**config.mk**
```make
export PLATFORM = sky130hd
export DESIGN_NAME = cavlc_coeff_token_dec
export DESIGN_NICKNAME = d
export VERILOG_FILES = /design/src/rtl/cavlc_coeff_token_dec.sv
export SDC_FILE = /design/constraint.sdc
export NUM_CORES = 1
export LEC_CHECK = 0
export ABC_AREA = 1
export CAP_MARGIN = 10
export CORE_MARGIN = 1
export CORE_UTILIZATION = 40
export CTS_BUF_LIST = sky130_fd_sc_hd__clkbuf_2 sky130_fd_sc_hd__clkbuf_4 sky130_fd_sc_hd__clkbuf_8
export DETAILED_ROUTE_END_ITERATION = 10
export PLACE_DENSITY_LB_ADDON = 0.12
export RECOVER_POWER = 25
export SLEW_MARGIN = 20
export SYNTH_ARGS = -nofsm -noshare
export SYNTH_HDL_FRONTEND = slang
export SYNTH_SLANG_ARGS = --single-unit
```
**constraint.sdc**
```tcl
create_clock -name Clk -period 2.1 [get_ports Clk]
set_input_delay 0.525 -clock Clk [delete_from_list [all_inputs] [get_ports Clk]]
set_output_delay 0.525 -clock Clk [all_outputs]
set_load 0.1 [all_outputs]
```
**src/rtl/cavlc_coeff_token_dec.sv**
```systemverilog
// cavlc_coeff_token_dec: sequential CAVLC coeff_token decoder.
// ChromaDC (nC = -1) and fixed-length (nC >= 8) tokens are decoded here;
// VLC tables (0 <= nC < 8) are delegated to an external LUT bank over a
// request/acknowledge port. Results leave on a valid/ready port together
// with the number of bits consumed.
module cavlc_coeff_token_dec #(
  parameter int unsigned WINDOW_W = 16,
  parameter int unsigned CNT_W    = 16
) (
  input  logic                Clk,
  input  logic                nReset,
  input  logic                InValid,
  output logic                InReady,
  input  logic [WINDOW_W-1:0] Window,
  input  logic [5:0]          nC,
  output logic                LutReq,
  output logic [1:0]          LutTable,
  output logic [15:0]         LutBits,
  input  logic                LutAck,
  input  logic [4:0]          LutTotalCoeff,
  input  logic [1:0]          LutTrailingOnes,
  input  logic [4:0]          LutLength,
  input  logic                LutError,
  output logic                OutValid,
  input  logic                OutReady,
  output logic [4:0]          TotalCoeff,
  output logic [1:0]          TrailingOnes,
  output logic [4:0]          Length,
  output logic                Error,
  output logic [CNT_W-1:0]    TokenCount
);

  typedef enum logic [1:0] {IDLE, DECODE, LUT_WAIT, OUT} state_e;

  state_e             state_q, state_d;
  logic [15:0]        win_q, win_d;
  logic [5:0]         nc_q, nc_d;
  logic [4:0]         tc_q, tc_d;
  logic [1:0]         t1_q, t1_d;
  logic [4:0]         len_q, len_d;
  logic               err_q, err_d;
  logic [CNT_W-1:0]   cnt_q, cnt_d;
  logic [1:0]         lut_table_q, lut_table_d;
  logic [15:0]        lut_bits_q, lut_bits_d;

  logic [4:0]         cd_tc, cd_len, flc_tc;
  logic [1:0]         cd_t1, flc_t1;
  logic               flc_err;

  // ChromaDC prefix decode on the captured window (prefix set is complete)
  always_comb begin
    cd_tc  = '0;
    cd_t1  = '0;
    cd_len = '0;
    casez (win_q[15:8])
      8'b1???????: begin cd_t1 = 2'd1; cd_tc = 5'd1; cd_len = 5'd1; end
      8'b01??????: begin cd_t1 = 2'd0; cd_tc = 5'd0; cd_len = 5'd2; end
      8'b001?????: begin cd_t1 = 2'd2; cd_tc = 5'd2; cd_len = 5'd3; end
      8'b000111??: begin cd_t1 = 2'd0; cd_tc = 5'd1; cd_len = 5'd6; end
      8'b000110??: begin cd_t1 = 2'd1; cd_tc = 5'd2; cd_len = 5'd6; end
      8'b000101??: begin cd_t1 = 2'd3; cd_tc = 5'd3; cd_len = 5'd6; end
      8'b000100??: begin cd_t1 = 2'd0; cd_tc = 5'd2; cd_len = 5'd6; end
      8'b000011??: begin cd_t1 = 2'd0; cd_tc = 5'd3; cd_len = 5'd6; end
      8'b000010??: begin cd_t1 = 2'd0; cd_tc = 5'd4; cd_len = 5'd6; end
      8'b0000011?: begin cd_t1 = 2'd1; cd_tc = 5'd3; cd_len = 5'd7; end
      8'b0000010?: begin cd_t1 = 2'd2; cd_tc = 5'd3; cd_len = 5'd7; end
      8'b00000011: begin cd_t1 = 2'd1; cd_tc = 5'd4; cd_len = 5'd8; end
      8'b00000010: begin cd_t1 = 2'd2; cd_tc = 5'd4; cd_len = 5'd8; end
      default:     begin cd_t1 = 2'd3; cd_tc = 5'd4; cd_len = 5'd7; end
    endcase
  end

  // Fixed-length decode: xxxxyy, with 000011 reserved for the empty token
  always_comb begin
    flc_tc  = {1'b0, win_q[15:12]} + 5'd1;
    flc_t1  = win_q[11:10];
    flc_err = ({3'b000, win_q[11:10]} > flc_tc);
    if (win_q[15:10] == 6'b000011) begin
      flc_tc  = '0;
      flc_t1  = '0;
      flc_err = 1'b0;
    end
  end

  // Next-state and datapath update
  always_comb begin
    state_d     = state_q;
    win_d       = win_q;
    nc_d        = nc_q;
    tc_d        = tc_q;
    t1_d        = t1_q;
    len_d       = len_q;
    err_d       = err_q;
    cnt_d       = cnt_q;
    lut_table_d = lut_table_q;
    lut_bits_d  = lut_bits_q;
    unique case (state_q)
      IDLE: begin
        if (InValid) begin
          win_d   = Window[WINDOW_W-1 -: 16];
          nc_d    = nC;
          state_d = DECODE;
        end
      end
      DECODE: begin
        if (nc_q == 6'b111111) begin
          tc_d    = cd_tc;
          t1_d    = cd_t1;
          len_d   = cd_len;
          err_d   = 1'b0;
          state_d = OUT;
        end else if (!nc_q[5] && (nc_q[4:3] != 2'b00)) begin
          tc_d    = flc_tc;
          t1_d    = flc_t1;
          len_d   = 5'd6;
          err_d   = flc_err;
          state_d = OUT;
        end else if (!nc_q[5]) begin
          lut_table_d = nc_q[2] ? 2'd2 : (nc_q[1] ? 2'd1 : 2'd0);
          lut_bits_d  = win_q;
          state_d     = LUT_WAIT;
        end else begin
          tc_d    = '0;
          t1_d    = '0;
          len_d   = '0;
          err_d   = 1'b1;
          state_d = OUT;
        end
      end
      LUT_WAIT: begin
        if (LutAck) begin
          tc_d    = LutTotalCoeff;
          t1_d    = LutTrailingOnes;
          len_d   = LutLength;
          err_d   = LutError;
          state_d = OUT;
        end
      end
      OUT: begin
        if (OutReady) begin
          if (!err_q) cnt_d = cnt_q + CNT_W'(1);
          state_d = IDLE;
        end
      end
      default: state_d = IDLE;
    endcase
  end

  // State and datapath registers
  always_ff @(posedge Clk or negedge nReset) begin
    if (!nReset) begin
      state_q     <= IDLE;
      win_q       <= '0;
      nc_q        <= '0;
      tc_q        <= '0;
      t1_q        <= '0;
      len_q       <= '0;
      err_q       <= 1'b0;
      cnt_q       <= '0;
      lut_table_q <= '0;
      lut_bits_q  <= '0;
    end else begin
      state_q     <= state_d;
      win_q       <= win_d;
      nc_q        <= nc_d;
      tc_q        <= tc_d;
      t1_q        <= t1_d;
      len_q       <= len_d;
      err_q       <= err_d;
      cnt_q       <= cnt_d;
      lut_table_q <= lut_table_d;
      lut_bits_q  <= lut_bits_d;
    end
  end

  assign InReady      = (state_q == IDLE);
  assign LutReq       = (state_q == LUT_WAIT);
  assign OutValid     = (state_q == OUT);
  assign LutTable     = lut_table_q;
  assign LutBits      = lut_bits_q;
  assign TotalCoeff   = tc_q;
  assign TrailingOnes = t1_q;
  assign Length       = len_q;
  assign Error        = err_q;
  assign TokenCount   = cnt_q;

endmodule

```
==> flow_summary.ini <==
[cells_and_area]
syn_to_final_growth_pct = 34.4
stdcell_count = 644
nets = 581
drive_above_1_share_pct = 19.6
antenna_cells = 0
fillers = 813

[synth]
ys_seq_area_share_pct = 49.1
synth_edf_count = 0
ys_ff_latch = 71
synth_top_area_cell = dfrtp_1
synthCells = 434
synth_area_sq_mm = 0.00362
synthFlopType = dfrtp_1
yosysWarnings = 0
synthArstFlopShare_pct = 100
yosysMostFrequentCell = nand2_1
yosysUniqueCellTypes = 35
ys_top_cells_by_count = 98 x nand2_1, 71 x dfrtp_1, 55 x nor2_1, 46 x inv_1, 38 x a21oi_1
synth_area_leaders = dfrtp_1 49%, nand2_1 10%, nor2_1 5.7%
synth_top_area_share_pct = 49.1
synth_nets = 484
syn_avg_cell_area_sq_um = 8.35

[timing]
finalCriticalPeriod_ns = 1.85
finClkSkew_ns = 0.0125
max_freq_mhz = 542
finalHoldViolations = 0
drv_slew = 0
slew-limit-headroom_pct = 35.0
worst_slew_pin_slew_ns = 0.975
setup_viol = 0
grt_setup_unrepaired = no
setup_tns_ns = 0
finalCritPeriodShare_pct = 87.9
finalHoldWorstSlack_ns = 0.314

[grt]
grt_use_met3_pct = 4.82
busiest_layer = met2
grtUsageMet1_pct = 26.2
grt_pass1_vias = 2908
grt_overflow = 0
antenna_found_initial = 0
globalRouteTotalUtil_pct = 18.6
grtUsageMet2_pct = 27.2
grt_max_degree = 41
grt_pass1_wl_um = 14000

[floorplanning]
die_w_um = 97.2
core_sq_mm = 0.00876
die_area_sq_mm = 0.00944
die_h_um = 97.2
io_pins = 90
rows = 34
initial_core_util_pct = 41.3

[setup_path]
max_stage_delay_ns = 0.42
setup.worst_path.start_class = register
crit_slowest_cell = dfrtp_1
critical_path_peak_fanout = 4
critPathCaptureType = output port
path_cells = inv_1, ha_2, buf_12
cp.required_ns = 1.57
critPathKind = register to output port
cp_data_arrival_time_ns = 1.32

[place]
port_buffers = 89
gp_congestion = 0.826
dp_hpwl_um = 6400
placed_cells = 628

[status]
outcome = complete, no violations

[route]
first_pass_iters = 4
drt-initial-drc-count = 140
drt-wirelength-per-cell_um = 12.9
avgViaCountPerCell = 4.79
drc = 0
num_vias = 3084
routed_wirelength_um = 8320
antenna_left = 0

[cts]
numCtsBuffers = 9
clkLatencyLatePin_ns = 0.34
cts_root_buf = clkbuf_8
clock_path_buffers = 2
clock_sinks = 71
tritoncts = built
post-cts-setup-buffers = 0
ctsResizeCount = 0
cts_max_level = 3
cts-hold-fix-buffers = 0
path_clk_slew_ns = 0.08

[worst_hold_path]
hold_path.class = input pin to async pin

[run]
drv_cap = 0
routing by layer:
layer  up-vias  wire, um
li1       1576         -
met1      1411      4090
met3         9       546
met4         0        97
met2        88      3580
met5         -         0
logic make-up (layout without fill, tap and decap cells):
logic type      count (synthesis)  in the layout  synth area share, %
compound gates                 77             77                 11.3
xor+xnor                       16             16                 3.87
fa+ha+maj                      10             10                 3.45
buf+inv                        61            163                 6.98
flops                          71             71                 49.0
mux                             4              4                 1.24
simple gates                  195            195                 24.1
critical path: cells and delay by family, from the launching register on:
| kind | cells | cell delay [ns] |
|---|---|---|
| DFF | 1 | 0.42 |
| buffers and inverters | 2 | 0.31 |
| adders and majority gates | 1 | 0.25 |
through the flow:
step / util (%) / instance area, sq um / setup slack (ns)
floorplan: - / 3630 / 0.0850
global placement: 53.6 / 4700 / 0.163
detailed placement: 53.6 / 4700 / 0.0811
CTS: 55.7 / 4880 / 0.223
global route: 55.6 / 4870 / 0.104
finish: 55.6 / 4870 / 0.254
area by class of cell:
type                    count  area, sq um  area share [%]
well taps                 108          135            2.78
flip-flops and latches     71         1780            36.5
repair buffers            100          998            20.5
inverters                  47          176            3.62
clock buffers              12          146            3.01
multi-input cells         302         1600            32.9
clock inverters             4         32.5           0.668
flip-flops by register name (all words and copies together) (netlist names):
signal,count
LutBits,16
TokenCount,16
win_q,16
nc_q,6
Length,5
TotalCoeff,5
LutTable,2
TrailingOnes,2
state_q,2
Error,1
final timing paths:
path / start / slack, ns / end / depth (start not counted)
max reg2reg: win_q[12] / 0.27 / Error / 12
min reg2reg: LutBits[8] / 0.49 / LutBits[8] / 2
max in group asynchronous: nReset / 0.65 / Length[4] / 2
min: nReset / 0.31 / TokenCount[10] / 1
max: state_q[0] / 0.25 / InReady / 3
min in group Clk: LutBits[8] / 0.49 / LutBits[8] / 2
cells in the final DEF (no fill, tap or decap), drive strengths merged:
| cell type | n |
|---|---|
| nand3b | 1 |
| clkinv | 2 |
| o21bai | 1 |
| o21a | 1 |
| a21boi | 1 |
| ha | 10 |
| xnor2 | 5 |
| inv | 47 |
| clkdlybuf4s50 | 38 |
| dfrtp | 71 |
| clkbuf | 15 |
| nor3 | 3 |
| nor2 | 66 |
| a211oi | 1 |
| buf | 59 |
| o21ai | 29 |
| and2 | 1 |
| xor2 | 11 |
| a31oi | 3 |
| o221ai | 1 |
| or2 | 1 |
| a22oi | 1 |
| nand4 | 7 |
| mux2 | 4 |
| clkinvlp | 2 |
| nand2 | 102 |
| a21oi | 39 |
| nand3 | 14 |
Power is not shown: default switching activity piles up to over one toggle a cycle in this logic, so the estimate is an artifact.
